`config.mk`:
```
export PLATFORM = sky130hd
export DESIGN_NAME = spad_scan_ctrl_flat
export DESIGN_NICKNAME = d
export VERILOG_FILES = /design/src/rtl/spad_scan_ctrl_if.sv /design/src/rtl/spad_scan_ctrl.sv /design/src/flat_wrapper.sv
export SDC_FILE = /design/constraint.sdc
export NUM_CORES = 1
export LEC_CHECK = 0
export ABC_AREA = 0
export BUFFER_PORTS_ARGS = -buffer_cell sky130_fd_sc_hd__buf_4
export CAP_MARGIN = 20
export CORE_MARGIN = 2
export CORE_UTILIZATION = 35
export CTS_BUF_LIST = sky130_fd_sc_hd__clkbuf_16
export CTS_CLUSTER_DIAMETER = 60
export DETAILED_ROUTE_END_ITERATION = 16
export PLACE_DENSITY_LB_ADDON = 0.3
export SYNTH_ARGS = -nofsm -noshare
export SYNTH_HDL_FRONTEND = slang
export SYNTH_SLANG_ARGS = --single-unit
```
`constraint.sdc`:
```
create_clock -name clk -period 4.05 [get_ports clk]
set_clock_uncertainty 0.1 [all_clocks]
set_input_delay 0.81 -clock clk [delete_from_list [all_inputs] [get_ports clk]]
set_output_delay 0.81 -clock clk [all_outputs]
set_load 0.01 [all_outputs]
```
`src/rtl/spad_scan_ctrl_if.sv`:
```
// spad_scan_ctrl_if
// Bundles the SPAD chip pins and the readout FIFO write port that the scan
// sequencer drives.
//   ADDRESS    pixel address presented to the chip
//   MEM_CLEAR  chip counter clear strobe
//   SPAD_ON    SPAD exposure enable
//   READ       chip readout strobe
//   DIN        per-frame SPAD count returned by the chip
//   fifo_full  FIFO cannot accept a write this cycle
//   fifo_wr    one-cycle FIFO write strobe
//   fifo_dout  tagged result word {pixel address, accumulated count}
// master: the sequencer side; slave: the chip / FIFO side.
interface spad_scan_ctrl_if #(
  parameter int ADDR_W = 8,
  parameter int CNT_W  = 5
);
  logic [ADDR_W-1:0] ADDRESS;
  logic              MEM_CLEAR;
  logic              SPAD_ON;
  logic              READ;
  logic [CNT_W-1:0]  DIN;
  logic              fifo_full;
  logic              fifo_wr;
  logic [31:0]       fifo_dout;

  modport master (
    output ADDRESS, MEM_CLEAR, SPAD_ON, READ, fifo_wr, fifo_dout,
    input  DIN, fifo_full
  );

  modport slave (
    input  ADDRESS, MEM_CLEAR, SPAD_ON, READ, fifo_wr, fifo_dout,
    output DIN, fifo_full
  );
endinterface

```
`src/rtl/spad_scan_ctrl.sv`:
```
// spad_scan_ctrl
// Scan sequencer for the SPAD chip interface. For every pixel address in the
// range start_addr..stop_addr (wrapping through the top of the address space
// when start_addr > stop_addr) it runs F clear/expose/read frames, sums the
// per-frame counts into a saturating accumulator and pushes one tagged word
// per pixel into the readout FIFO.
// Ports:
//   clk, rst      clock and synchronous active-high reset
//   en            scan enable; dropping it aborts a scan in progress
//   start         one-cycle pulse, accepted only when idle and enabled
//   start_addr    first pixel address, latched on start
//   stop_addr     last pixel address (inclusive), latched on start
//   integ_cycles  exposure length in clk cycles (0 behaves as 1)
//   n_frames      frames accumulated per pixel (0 behaves as 1)
//   bus           chip pins and FIFO write port (master modport)
//   busy          scan in progress
//   done          one-cycle pulse after the last pixel word is written
//   sat           sticky saturation flag for the current scan
module spad_scan_ctrl #(
  parameter int ADDR_W = 8,
  parameter int CNT_W  = 5,
  parameter int ACC_W  = 24
) (
  input  logic              clk,
  input  logic              rst,
  input  logic              en,
  input  logic              start,
  input  logic [ADDR_W-1:0] start_addr,
  input  logic [ADDR_W-1:0] stop_addr,
  input  logic [15:0]       integ_cycles,
  input  logic [7:0]        n_frames,
  spad_scan_ctrl_if.master  bus,
  output logic              busy,
  output logic              done,
  output logic              sat
);

  typedef enum logic [2:0] {
    IDLE, CLEAR, EXPOSE, RDSET, SAMPLE, WRITE, NEXT
  } state_t;

  localparam logic [ACC_W-1:0] ACC_MAX = '1;

  state_t            state;
  logic [ADDR_W-1:0] cur_addr;
  logic [ADDR_W-1:0] last_addr;
  logic [15:0]       t_cfg;
  logic [15:0]       tmr;
  logic [7:0]        f_cfg;
  logic [7:0]        frame;
  logic [ACC_W-1:0]  acc;
  logic [ACC_W:0]    acc_sum;
  logic [ACC_W-1:0]  acc_next;
  logic              clamp;
  logic              last_frame;

  // One extra bit on the sum catches overflow; the accumulator then pins at
  // its maximum rather than wrapping.
  always_comb begin
    acc_sum  = {1'b0, acc} + {{(ACC_W + 1 - CNT_W){1'b0}}, bus.DIN};
    clamp    = acc_sum[ACC_W];
    acc_next = clamp ? ACC_MAX : acc_sum[ACC_W-1:0];
  end

  // frame counts completed frames before this SAMPLE, so this is the last
  // one when frame+1 reaches F.
  assign last_frame = ({1'b0, frame} + 9'd1) >= {1'b0, f_cfg};

  // All outputs are registered: each transition also loads the output values
  // for the state being entered, so strobes line up with the state cycles.
  always_ff @(posedge clk) begin
    if (rst) begin
      state         <= IDLE;
      cur_addr      <= '0;
      last_addr     <= '0;
      t_cfg         <= 16'd1;
      tmr           <= '0;
      f_cfg         <= 8'd1;
      frame         <= '0;
      acc           <= '0;
      bus.ADDRESS   <= '0;
      bus.MEM_CLEAR <= 1'b0;
      bus.SPAD_ON   <= 1'b0;
      bus.READ      <= 1'b0;
      bus.fifo_wr   <= 1'b0;
      bus.fifo_dout <= '0;
      busy          <= 1'b0;
      done          <= 1'b0;
      sat           <= 1'b0;
    end else begin
      done <= 1'b0;
      if (state != IDLE && !en) begin
        // Abort: drop every strobe at once; any word not yet strobed is lost.
        state         <= IDLE;
        bus.MEM_CLEAR <= 1'b0;
        bus.SPAD_ON   <= 1'b0;
        bus.READ      <= 1'b0;
        bus.fifo_wr   <= 1'b0;
        busy          <= 1'b0;
      end else begin
        case (state)
          IDLE: begin
            if (start && en) begin
              cur_addr      <= start_addr;
              last_addr     <= stop_addr;
              t_cfg         <= (integ_cycles == 16'd0) ? 16'd1 : integ_cycles;
              f_cfg         <= (n_frames == 8'd0) ? 8'd1 : n_frames;
              acc           <= '0;
              frame         <= '0;
              sat           <= 1'b0;
              busy          <= 1'b1;
              bus.ADDRESS   <= start_addr;
              bus.MEM_CLEAR <= 1'b1;
              state         <= CLEAR;
            end
          end
          CLEAR: begin
            bus.MEM_CLEAR <= 1'b0;
            bus.SPAD_ON   <= 1'b1;
            tmr           <= t_cfg;
            state         <= EXPOSE;
          end
          EXPOSE: begin
            if (tmr == 16'd1) begin
              bus.SPAD_ON <= 1'b0;
              bus.READ    <= 1'b1;
              state       <= RDSET;
            end else begin
              tmr <= tmr - 16'd1;
            end
          end
          RDSET: begin
            state <= SAMPLE;
          end
          SAMPLE: begin
            bus.READ <= 1'b0;
            acc      <= acc_next;
            frame    <= frame + 8'd1;
            if (clamp) begin
              sat <= 1'b1;
            end
            if (last_frame) begin
              // Word is built from the freshly updated sum and held for the
              // whole of WRITE, including any backpressure stall.
              bus.fifo_dout <= 32'({cur_addr, acc_next});
              bus.fifo_wr   <= !bus.fifo_full;
              state         <= WRITE;
            end else begin
              bus.MEM_CLEAR <= 1'b1;
              state         <= CLEAR;
            end
          end
          WRITE: begin
            if (bus.fifo_wr) begin
              bus.fifo_wr <= 1'b0;
              state       <= NEXT;
            end else if (!bus.fifo_full) begin
              bus.fifo_wr <= 1'b1;
            end
          end
          NEXT: begin
            if (cur_addr == last_addr) begin
              done  <= 1'b1;
              busy  <= 1'b0;
              state <= IDLE;
            end else begin
              cur_addr      <= cur_addr + ADDR_W'(1);
              bus.ADDRESS   <= cur_addr + ADDR_W'(1);
              acc           <= '0;
              frame         <= '0;
              bus.MEM_CLEAR <= 1'b1;
              state         <= CLEAR;
            end
          end
          default: begin
            state <= IDLE;
          end
        endcase
      end
    end
  end

endmodule
```
`src/flat_wrapper.sv`:
```
// flat-port wrapper written by rule: the top's interface ports become plain ports
module spad_scan_ctrl_flat 
#(
  parameter int ADDR_W = 8,
  parameter int CNT_W  = 5,
  parameter int ACC_W  = 24
)
  (clk, rst, en, start, start_addr, stop_addr, integ_cycles, n_frames, busy, done, sat, bus_ADDRESS, bus_MEM_CLEAR, bus_SPAD_ON, bus_READ, bus_fifo_wr, bus_fifo_dout, bus_DIN, bus_fifo_full);
  spad_scan_ctrl_if #(.ADDR_W(ADDR_W), .CNT_W(CNT_W)) bus_i ();
  input  logic clk;
  input  logic rst;
  input  logic en;
  input  logic start;
  input  logic [ADDR_W-1:0] start_addr;
  input  logic [ADDR_W-1:0] stop_addr;
  input  logic [15:0] integ_cycles;
  input  logic [7:0] n_frames;
  output logic busy;
  output logic done;
  output logic sat;
  output wire logic [$bits(bus_i.ADDRESS)-1:0] bus_ADDRESS;
  output wire logic [$bits(bus_i.MEM_CLEAR)-1:0] bus_MEM_CLEAR;
  output wire logic [$bits(bus_i.SPAD_ON)-1:0] bus_SPAD_ON;
  output wire logic [$bits(bus_i.READ)-1:0] bus_READ;
  output wire logic [$bits(bus_i.fifo_wr)-1:0] bus_fifo_wr;
  output wire logic [$bits(bus_i.fifo_dout)-1:0] bus_fifo_dout;
  input wire logic [$bits(bus_i.DIN)-1:0] bus_DIN;
  input wire logic [$bits(bus_i.fifo_full)-1:0] bus_fifo_full;
  assign bus_ADDRESS = bus_i.ADDRESS;
  assign bus_MEM_CLEAR = bus_i.MEM_CLEAR;
  assign bus_SPAD_ON = bus_i.SPAD_ON;
  assign bus_READ = bus_i.READ;
  assign bus_fifo_wr = bus_i.fifo_wr;
  assign bus_fifo_dout = bus_i.fifo_dout;
  assign bus_i.DIN = bus_DIN;
  assign bus_i.fifo_full = bus_fifo_full;
  spad_scan_ctrl #(.ADDR_W(ADDR_W), .CNT_W(CNT_W), .ACC_W(ACC_W)) u_core (.clk(clk), .rst(rst), .en(en), .start(start), .start_addr(start_addr), .stop_addr(stop_addr), .integ_cycles(integ_cycles), .n_frames(n_frames), .bus(bus_i), .busy(busy), .done(done), .sat(sat));
endmodule
```
## Yosys cells after proc, flatten, opt, wreduce, memory -nomap -nowiden

Cells that the tools add are included.

- Bits in registers: 130
- Input bits: 50
- Output and inout bits: 47

- $add $sub $neg: 5
- Magnitude comparators: 1
- Eq/ne operators: 17
- Muxes and demuxes: 38
- Bitwise logic cells: 2
- Reductions and logical operators: 29

Operator list:

| operator | count |
|---|---|
| $mux W24 | 3 |
| $pmux W24 S3 | 1 |
| $mux W8 | 5 |
| $mux W16 | 2 |
| $pmux W16 S2 | 1 |
| $add A24 B5 Y25 | 1 |
| $pmux W8 S3 | 1 |
| $pmux W3 S7 | 1 |
| $add A8 B1 Y8 const B | 2 |
| $eq A16 B1 Y1 const B | 1 |
| $logic_not A16 Y1 | 1 |
| $pmux W8 S2 | 1 |
| $reduce_and A4 Y1 | 4 |
| $sub A16 B1 Y16 const B | 1 |
| $reduce_and A3 Y1 | 5 |
| $mux W1 | 13 |
| $mux W3 | 4 |
| $ne A2 B1 Y1 const B | 6 |
| $pmux W1 S2 | 5 |
| $reduce_bool A2 Y1 | 5 |
| $add A8 B1 Y9 const B | 1 |
| $eq A3 B3 Y1 const B | 3 |
| $ge A9 B8 Y1 | 1 |
| $eq A8 B8 Y1 | 1 |
| other kinds (14) | 23 |

## Depth between registers and ports, before layout

Gate-level depths: netlist of the first run.

- Depth in word-level cells: 4
- Mapped depth: 12

## Worst setup path after synthesis of the first run

Ideal clock, no wire load.

- Kind: input-to-reg
- Start point: input bus_DIN[0]
- End point: register u_core.acc[22]
- Arrival: 2.841 ns
- Required time: 3.833 ns
- Setup slack: 0.993 ns
- Stages: 8
- Path buffers: 0
- Path through: ha_1 inv_1 fa_1 and2b_1 o2111ai_4 a2111oi_0 mux2_2 a22o_1

- Word-level cells in the longest chain between the ends: 3

RTL lines:

| element | line | RTL |
|---|---|---|
| start: declaration | flat_wrapper.sv:27 | `input wire logic [$bits(bus_i.DIN)-1:0] bus_DIN;` |
| $add A24 B5 Y25 | spad_scan_ctrl.sv:60 | `acc_sum = {1'b0, acc} + {{(ACC_W + 1 - CNT_W){1'b0}}, bus.DIN};` |
| $mux W24 | spad_scan_ctrl.sv:62 | `acc_next = clamp ? ACC_MAX : acc_sum[ACC_W-1:0];` |
| $pmux W24 S3 | spad_scan_ctrl.sv:101 | `case (state)` |
| end signal: assignment | spad_scan_ctrl.sv:137 | `acc <= acc_next;` |
| end: declaration | spad_scan_ctrl.sv:51 | `logic [ACC_W-1:0] acc;` |

No other way between the ends.
A chain may end at the register's enable or synchronous reset.

## Worst setup path after layout of the first run

- Start point: register u_core.frame[0]
- End point: register u_core.bus.fifo_dout[9]

- Word-level cells in the longest chain between the ends: 3

RTL lines:

| element | line | RTL |
|---|---|---|
| start: declaration | spad_scan_ctrl.sv:50 | `logic [7:0] frame;` |
| start signal: assignment | spad_scan_ctrl.sv:138 | `frame <= frame + 8'd1;` |
| $add A8 B1 Y9 | spad_scan_ctrl.sv:67 | `assign last_frame = ({1'b0, frame} + 9'd1) >= {1'b0, f_cfg};` |
| $ge A9 B8 Y1 | spad_scan_ctrl.sv:67 |  |
| $reduce_and A3 Y1 (no source line) | - |  |
| end signal: assignment | spad_scan_ctrl.sv:145 | `bus.fifo_dout <= 32'({cur_addr, acc_next});` |
| end: declaration | spad_scan_ctrl_if.sv:27 | `output ADDRESS, MEM_CLEAR, SPAD_ON, READ, fifo_wr, fifo_dout,` |

No other way between the ends.

==> results of run 1 <==
-- state kept, by name (all words and copies together), names as in the netlist --
register and count:
u_core.acc 24, u_core.bus.MEM_CLEAR 1, u_core.bus.READ 1, u_core.bus.SPAD_ON 1
u_core.bus.fifo_dout 32, u_core.bus.fifo_wr 1, u_core.busy 1, u_core.cur_addr 8
u_core.done 1, u_core.f_cfg 8, u_core.frame 8, u_core.last_addr 8
u_core.sat 1, u_core.state 3, u_core.t_cfg 16, u_core.tmr 16
-- power breakdown --
part	switching [mW]	internal, mW
Combinational	0.178	0.130
Clock	0.554	0.886
Sequential	0.0423	1.31
Total	0.775	2.33
-- worst max-delay path: cells and delay by family (launching register included) --
kind | cells | cell delay [ps]
AOI/OAI and AO/OA | 2 | 760
xor gates and xnor gates | 1 | 200
and+or+nand+nor | 6 | 1070
DFF | 1 | 400
adders and majority gates | 2 | 520
buffers and inverters | 1 | 280
-- stage by stage --
step / instance area (µm²) / setup slack, ps / utilization (%) / instances
after detailed placement: 7550 / 632 / 40.4 / 1123
after CTS: 8100 / 619 / 43.3 / 1154
after global routing: 8100 / 311 / 43.3 / 1154
after global placement: 7550 / 702 / 40.4 / 1123
final: 8100 / 643 / 43.3 / 1154
after floorplan: 6660 / 993 / - / 832
-- metal layers --
layer | GRT usage [%] | up-vias | routed length [µm]
met5 | 0 | - | 0
met2 | 27.7 | 137 | 7650
met4 | 6.05 | 0 | 260
met3 | 3.31 | 17 | 676
met1 | 24.9 | 2900 | 8830
li1 | - | 3151 | -
-- logic make-up (layout without fill, tap and decap cells) --
group | after synthesis | count (layout) | share of synthesized area, %
multiplexers | 7 | 7 | 1.09
flip-flops | 130 | 130 | 39.1
buffers and inverters | 74 | 162 | 4.64
adder cells (fa/ha/maj) | 18 | 18 | 3.50
AO/OA/AOI/OAI | 250 | 250 | 24.3
AND/OR/NAND/NOR | 329 | 329 | 24.2
XOR/XNOR | 24 | 24 | 3.16
-- worst min path at each step --
| stage | startpoint | to | cells past startpoint |
|---|---|---|---|
| after floorplan | u_core.acc[0] | u_core.acc[0] | 2 |
| after global placement | u_core.acc[2] | u_core.acc[2] | 2 |
| after detailed placement | u_core.f_cfg[3] | u_core.f_cfg[3] | 2 |
| after CTS | u_core.f_cfg[3] | u_core.f_cfg[3] | 2 |
| after global routing | u_core.bus.fifo_dout[14] | u_core.bus.fifo_dout[14] | 2 |
| final | u_core.bus.fifo_dout[31] | u_core.bus.fifo_dout[31] | 2 |
-- layout make-up --
| type | count | share of cell area, % |
|---|---|---|
| Clock buffer | 17 | 5.25 |
| Inverter | 24 | 1.11 |
| Tap cell | 234 | 3.61 |
| Timing Repair Buffer | 107 | 10.1 |
| Multi-Input combinational cell | 628 | 46.3 |
| Clock inverter | 14 | 1.56 |
| Sequential cell | 130 | 32.1 |
-- synthesized netlist by cell type (all sizes together) (3+ instances only) --
| master | number |
|---|---|
| a21o | 6 |
| nand2 | 114 |
| nand2b | 10 |
| dfxtp | 130 |
| and2 | 8 |
| xor2 | 14 |
| a31o | 5 |
| a2111oi | 3 |
| o211ai | 3 |
| nand4 | 9 |
| a31oi | 11 |
| clkbuf | 30 |
| or4 | 4 |
| nand3 | 24 |
| a21oi | 86 |
| or2 | 4 |
| a22oi | 6 |
| ha | 17 |
| nor2 | 71 |
| nor2b | 5 |
| and4 | 5 |
| mux2i | 5 |
| o21a | 10 |
| a22o | 15 |
| nor3b | 4 |
| xnor2 | 10 |
| inv | 24 |
| a211oi | 18 |
| nor4 | 16 |
| o21ai | 61 |
| and3 | 8 |
| buf | 20 |
| o32ai | 5 |
| nor3 | 42 |
| o22ai | 3 |
==> metrics.csv, run 1 <==
stage,metric,value,unit
global_route,GRT Residual Overflow,0,
sta,RSZ-0062 raised after global routing,false,
clocking,# hold bufs at CTS,0,
setup_path,CP arrival,3640,ps
pwr,Peak supply drop,309,µV
place,HPWL after detailed placement,12200,µm
layout,share of cells above drive strength 1,17.5,%
setup_path,FF-to-FF setup slack,640,ps
die,Die Y,142,µm
sta,fmax,0.294,GHz
logic_synthesis,Netlist cell types,72,
sta,relative slew slack,40.0,%
flow_run,number of max-cap violations,0,
clocking,clock-pin slew on the worst setup and hold paths,60,ps
clocking,clock sink total,130,
layout,P&R area growth vs syn,21.7,%
clocking,CTS H-tree depth,4,
place,gpl congestion,0.824,
detailed_routing,wire per inst,15.1,µm
sta,Hold Slack,352,ps
layout,"most common cell after layout, fill and taps aside",dfxtp_1,
layout,Register Area,0.00260,mm²
pwr,Lkg Pwr,3.13,nW
layout,most frequent cells in the layout,"dfxtp_1, nand2_1, buf_4",
clocking,root buf cell,clkbuf_16,
logic_synthesis,Post-synth top flop,dfxtp_1,
logic_synthesis,register bit total from synthesis,130,
layout,final net count,976,
detailed_routing,vias per cell,5.38,
logic_synthesis,Synthesized Nets,900,
sta,Setup-failing EPs final,0,
setup_path,CP endpoint,u_core.bus.fifo_dout[9],
setup_path,Worst Path Max Fanout,20,
detailed_routing,Final ANT Viol Nets,0,
setup_path,worst path required time,4290,ps
clocking,Post-CTS Setup Inserts,0,
setup_path,WS Path Type,register to register,
die,total die area,0.0201,mm²
setup_path,Critical Path Sink Type,register,
logic_synthesis,Syn Inst Count,832,
setup_path,slowest cell on the critical path,a211oi_2,
die,Starting Density,35.6,%
die,I/O pins,97,
clocking,Num CTS Buffers,17,
global_route,vias in the first global route,5746,
setup_path,Startpoint Class,register,
hold_path,Worst Hold Class,register to register,
setup_path,"slowest stage delay, CP",430,ps
sta,crit path time final,3410,ps
logic_synthesis,Post-synth EDFFs,0,
layout,Fill cells,1873,
logic_synthesis,largest cells by area after synthesis,"dfxtp_1, a21oi_1, nand2_1, nor2_1, o21ai_0",
clocking,clock tree buffer depth,2,
sta,setup TNS,0,ps
pwr,total power,3.10,mW
global_route,first-pass GRT wire length,29000,µm
logic_synthesis,ys async rst share,0,%
logic_synthesis,area share of the largest cell type after synthesis,39.1,%
detailed_routing,DRC,0,
clocking,PostCTS Resize Cnt,0,
logic_synthesis,sequential share of the synthesized area,39.1,%
setup_path,CP startpoint,u_core.frame[0],
detailed_routing,vias,6205,
detailed_routing,drt pass-1 iters,5,
layout,multi-input logic area,0.00375,mm²
detailed_routing,Total Wirelength,17400,µm
sta,Worst-Margin Slew,897,ps
setup_path,CP most frequent cell,ha_1,
run_status,status,finished clean,
pwr,pwr dens,383,mW/mm²
clocking,CTS tree,done,
global_route,initial antenna violation count,0,
logic_synthesis,Synth area leader,dfxtp_1,
logic_synthesis,Syn. warnings,0,
setup_path,R2R depth,12,
global_route,Tot GR Track Use,17.8,%
logic_synthesis,Post-Syn Area per Cell,8.00,µm²
detailed_routing,initial drt markers,452,
setup_path,reg2reg end,u_core.bus.fifo_dout[9],
layout,ant diodes,0,
place,Port-buffer cells,96,
sta,Final Slew Violations,0,
die,Die Wd,142,µm
sta,Tcrit/Tclk final,84.1,%
setup_path,crit path cell chain,ha_1 > nand3_1 > nor2_1 > xor2_1 > ha_1 > and3_1 > a221o_1 > a211oi_2 > nand2b_1 > buf_4 > nor4b_1 > nor3_1,
logic_synthesis,Post-Synthesis Cell Area,0.00666,mm²
setup_path,worst r2r src,u_core.frame[0],
die,core area,0.0187,mm²
die,Row Count,50,
clocking,later-pin clock latency in the skew report,420,ps
global_route,pin count of the biggest net entering global routing,52,
sta,Final Hold Fails,0,
Note: power is estimated with default switching activity, not from simulation.
==> run 2: changes to the inputs <==
clock period = 3.19 ns   (was 4.05 ns; I/O delays follow)
==> run 2 against run 1 <==
Against the previous run:
- highest routed layer unchanged
- global-route usage grew 0.56 points
- largest cell class unchanged
- die area is the same
- cell count grew 1.6%
- sequential power grew 26%
- power grew 34%
- cell area grew 3.1%
- flip-flop and latch count is the same
- first-iteration DRC count grew 2.2%
==> metrics.csv, run 2 (same netlist as run 1, synthesis figures left out) <==
stage,metric,value,unit,change
run_status,status,finished clean,,
setup_path,WS Path Type,register to register,,
clocking,CTS H-tree depth,4,,unchanged
sta,Final Hold Fails,0,,unchanged
layout,"most common cell after layout, fill and taps aside",dfxtp_1,,
sta,Tcrit/Tclk final,92.2,%,+8.0 points
global_route,met2 usage,28.1,%,+0.36 points
detailed_routing,Final ANT Viol Nets,0,,unchanged
pwr,sequential share of power,41.2,%,-2.5 points
detailed_routing,vias per cell,5.37,,-0.16%
global_route,GRT met1 Usage,25.7,%,+0.76 points
detailed_routing,wire per inst,15.4,µm,+1.8%
layout,most frequent cells in the layout,"dfxtp_1, buf_4, nand2_1",,
global_route,initial antenna violation count,0,,unchanged
setup_path,worst path required time,3390,ps,-900 ps
pwr,Int Power,3.15,mW,+35%
place,Post-DP Area,0.00771,mm²,+2.2%
setup_path,Critical Path Sink Type,register,,
setup_path,CP arrival,3140,ps,-500 ps
global_route,Tot GR Track Use,18.4,%,+0.56 points
global_route,vias in the first global route,5796,,+0.87%
layout,fin util,44.6,%,+1.3 points
layout,"Non-Filler Cell Area, Final",0.00835,mm²,+3.1%
detailed_routing,vias,6297,,+1.5%
global_route,most crowded layer after global routing,met2,,
die,total die area,0.0201,mm²,unchanged
detailed_routing,drt pass-1 iters,5,,unchanged
layout,final net count,996,,+2.0%
layout,multi-input logic area,0.00377,mm²,+0.60%
layout,Register Area,0.00260,mm²,unchanged
global_route,pin count of the biggest net entering global routing,47,,-9.6%
pwr,pwr dens,499,mW/mm²,+30%
clocking,Num CTS Buffers,17,,unchanged
sta,Final WS setup,250,ps,-393 ps
pwr,sw frac,24.5,%,-0.45 points
sta,Worst-Margin Slew,777,ps,-120 ps
pwr,Peak supply drop,354,µV,+14%
pwr,Lkg Pwr,3.27,nW,+4.5%
pwr,Clk pwr share,48.9,%,+2.5 points
clocking,clock-pin slew on the worst setup and hold paths,60,ps,about the same
die,Die Wd,142,µm,unchanged
layout,Top Registers,"u_core.bus.fifo_dout x32, u_core.acc x24",,
layout,ant diodes,0,,unchanged
pwr,Switch Pwr,1.02,mW,+32%
die,I/O pins,97,,unchanged
layout,Biggest register,u_core.bus.fifo_dout,,
clocking,later-pin clock latency in the skew report,420,ps,about the same
place,HPWL after detailed placement,12800,µm,+4.7%
hold_path,Worst Hold Class,input port to register,,
layout,share of cells above drive strength 1,20.0,%,+2.5 points
pwr,Logic pwr share,9.9,%,about the same
setup_path,Worst Path Max Fanout,34,,+70%
detailed_routing,Total Wirelength,18000,µm,+3.4%
die,Row Count,50,,unchanged
clocking,root buf cell,clkbuf_16,,
layout,max reg flops,32,,unchanged
die,Starting Density,35.6,%,unchanged
sta,Setup-failing EPs final,0,,unchanged
layout,P&R area growth vs syn,25.5,%,
global_route,GRT Residual Overflow,0,,unchanged
sta,RSZ-0062 raised after global routing,false,,
sta,relative slew slack,48.0,%,+8.0 points
setup_path,Startpoint Class,register,,
place,gpl congestion,0.843,,+2.3%
layout,Fill cells,1878,,+0.27%
die,Die Y,142,µm,unchanged
sta,Final Slew Violations,0,,unchanged
flow_run,number of max-cap violations,0,,unchanged
detailed_routing,initial drt markers,462,,+2.2%
clocking,clock sink total,130,,unchanged
sta,setup TNS,0,ps,unchanged
global_route,first-pass GRT wire length,29700,µm,+2.4%
sta,crit path time final,2940,ps,-467 ps
die,core area,0.0187,mm²,unchanged
detailed_routing,DRC,0,,unchanged
global_route,M3 GR Usage,4.08,%,+0.78 points
sta,Hold Slack,331,ps,-20.6 ps
place,"worst slack, placed",40.2,ps,-592 ps
place,Port-buffer cells,96,,unchanged
sta,fmax,0.340,GHz,+16%
clocking,CTS tree,done,,
clocking,clock tree buffer depth,2,,unchanged
clocking,Post-CTS Setup Inserts,0,,unchanged
==> run 2: power by group through the flow <==
stage | Combinational [mW] | Sequential, mW | Clock (mW)
5_1_grt | 0.460 | 1.72 | 2.14
6_report | 0.412 | 1.72 | 2.04
2_1_floorplan | 0.259 | 1.74 | 0
3_3_place_gp | 0.406 | 1.75 | 0
4_1_cts | 0.410 | 1.72 | 2.07
3_5_place_dp | 0.408 | 1.75 | 0
==> run 2: worst paths after layout <==
path | start | endpoint | slack (ps) | cells after the start
max | u_core.frame[2] | u_core.bus.fifo_dout[1] | 250 | 13
min | integ_cycles[13] | u_core.t_cfg[13] | 330 | 2
max reg2reg | u_core.frame[2] | u_core.bus.fifo_dout[1] | 250 | 13
min reg2reg | u_core.bus.fifo_dout[30] | u_core.bus.fifo_dout[30] | 360 | 2
==> run 2: what timing repair did <==
| item | 4_1_cts | 5_1_grt |
|---|---|---|
| resized for setup | 0 | 4 |
| hold buffers | 0 | 0 |
| endpoints found under the setup margin | 0 | 2 |
==> run 2: cell type report <==
class | count | share of cell area, %
clock buffers | 17 | 5.09
clock inverters | 13 | 2.28
inverters | 24 | 1.08
multi-input cells | 628 | 45.2
flip-flops and latches | 130 | 31.2
well taps | 234 | 3.51
repair buffers | 127 | 11.7
==> run 2: through the flow <==
stage,instances,power [mW]
5_1_grt,1173,4.32
6_report,1173,4.17
3_3_place_gp,1143,2.16
4_1_cts,1173,4.20
2_1_floorplan,832,2.00
3_5_place_dp,1143,2.16
==> run 2: layer usage <==
metal | vias to the layer above | share of wire, %
met5 | - | 0
met4 | 0 | 1.8
met3 | 26 | 4.7
met2 | 160 | 44
met1 | 2912 | 50
li1 | 3199 | -
==> run 2: critical path: stages (launching register included) <==
cell and delay, ps:
dfxtp_1 410, nand3_1 120, nor2_1 170, nand3_1 130
xnor2_2 170, ha_1 300, and3_1 190, a221o_1 320
a211oi_2 280, buf_4 180, nor2_2 40, buf_12 170
mux2i_1 160, nor2_1 50
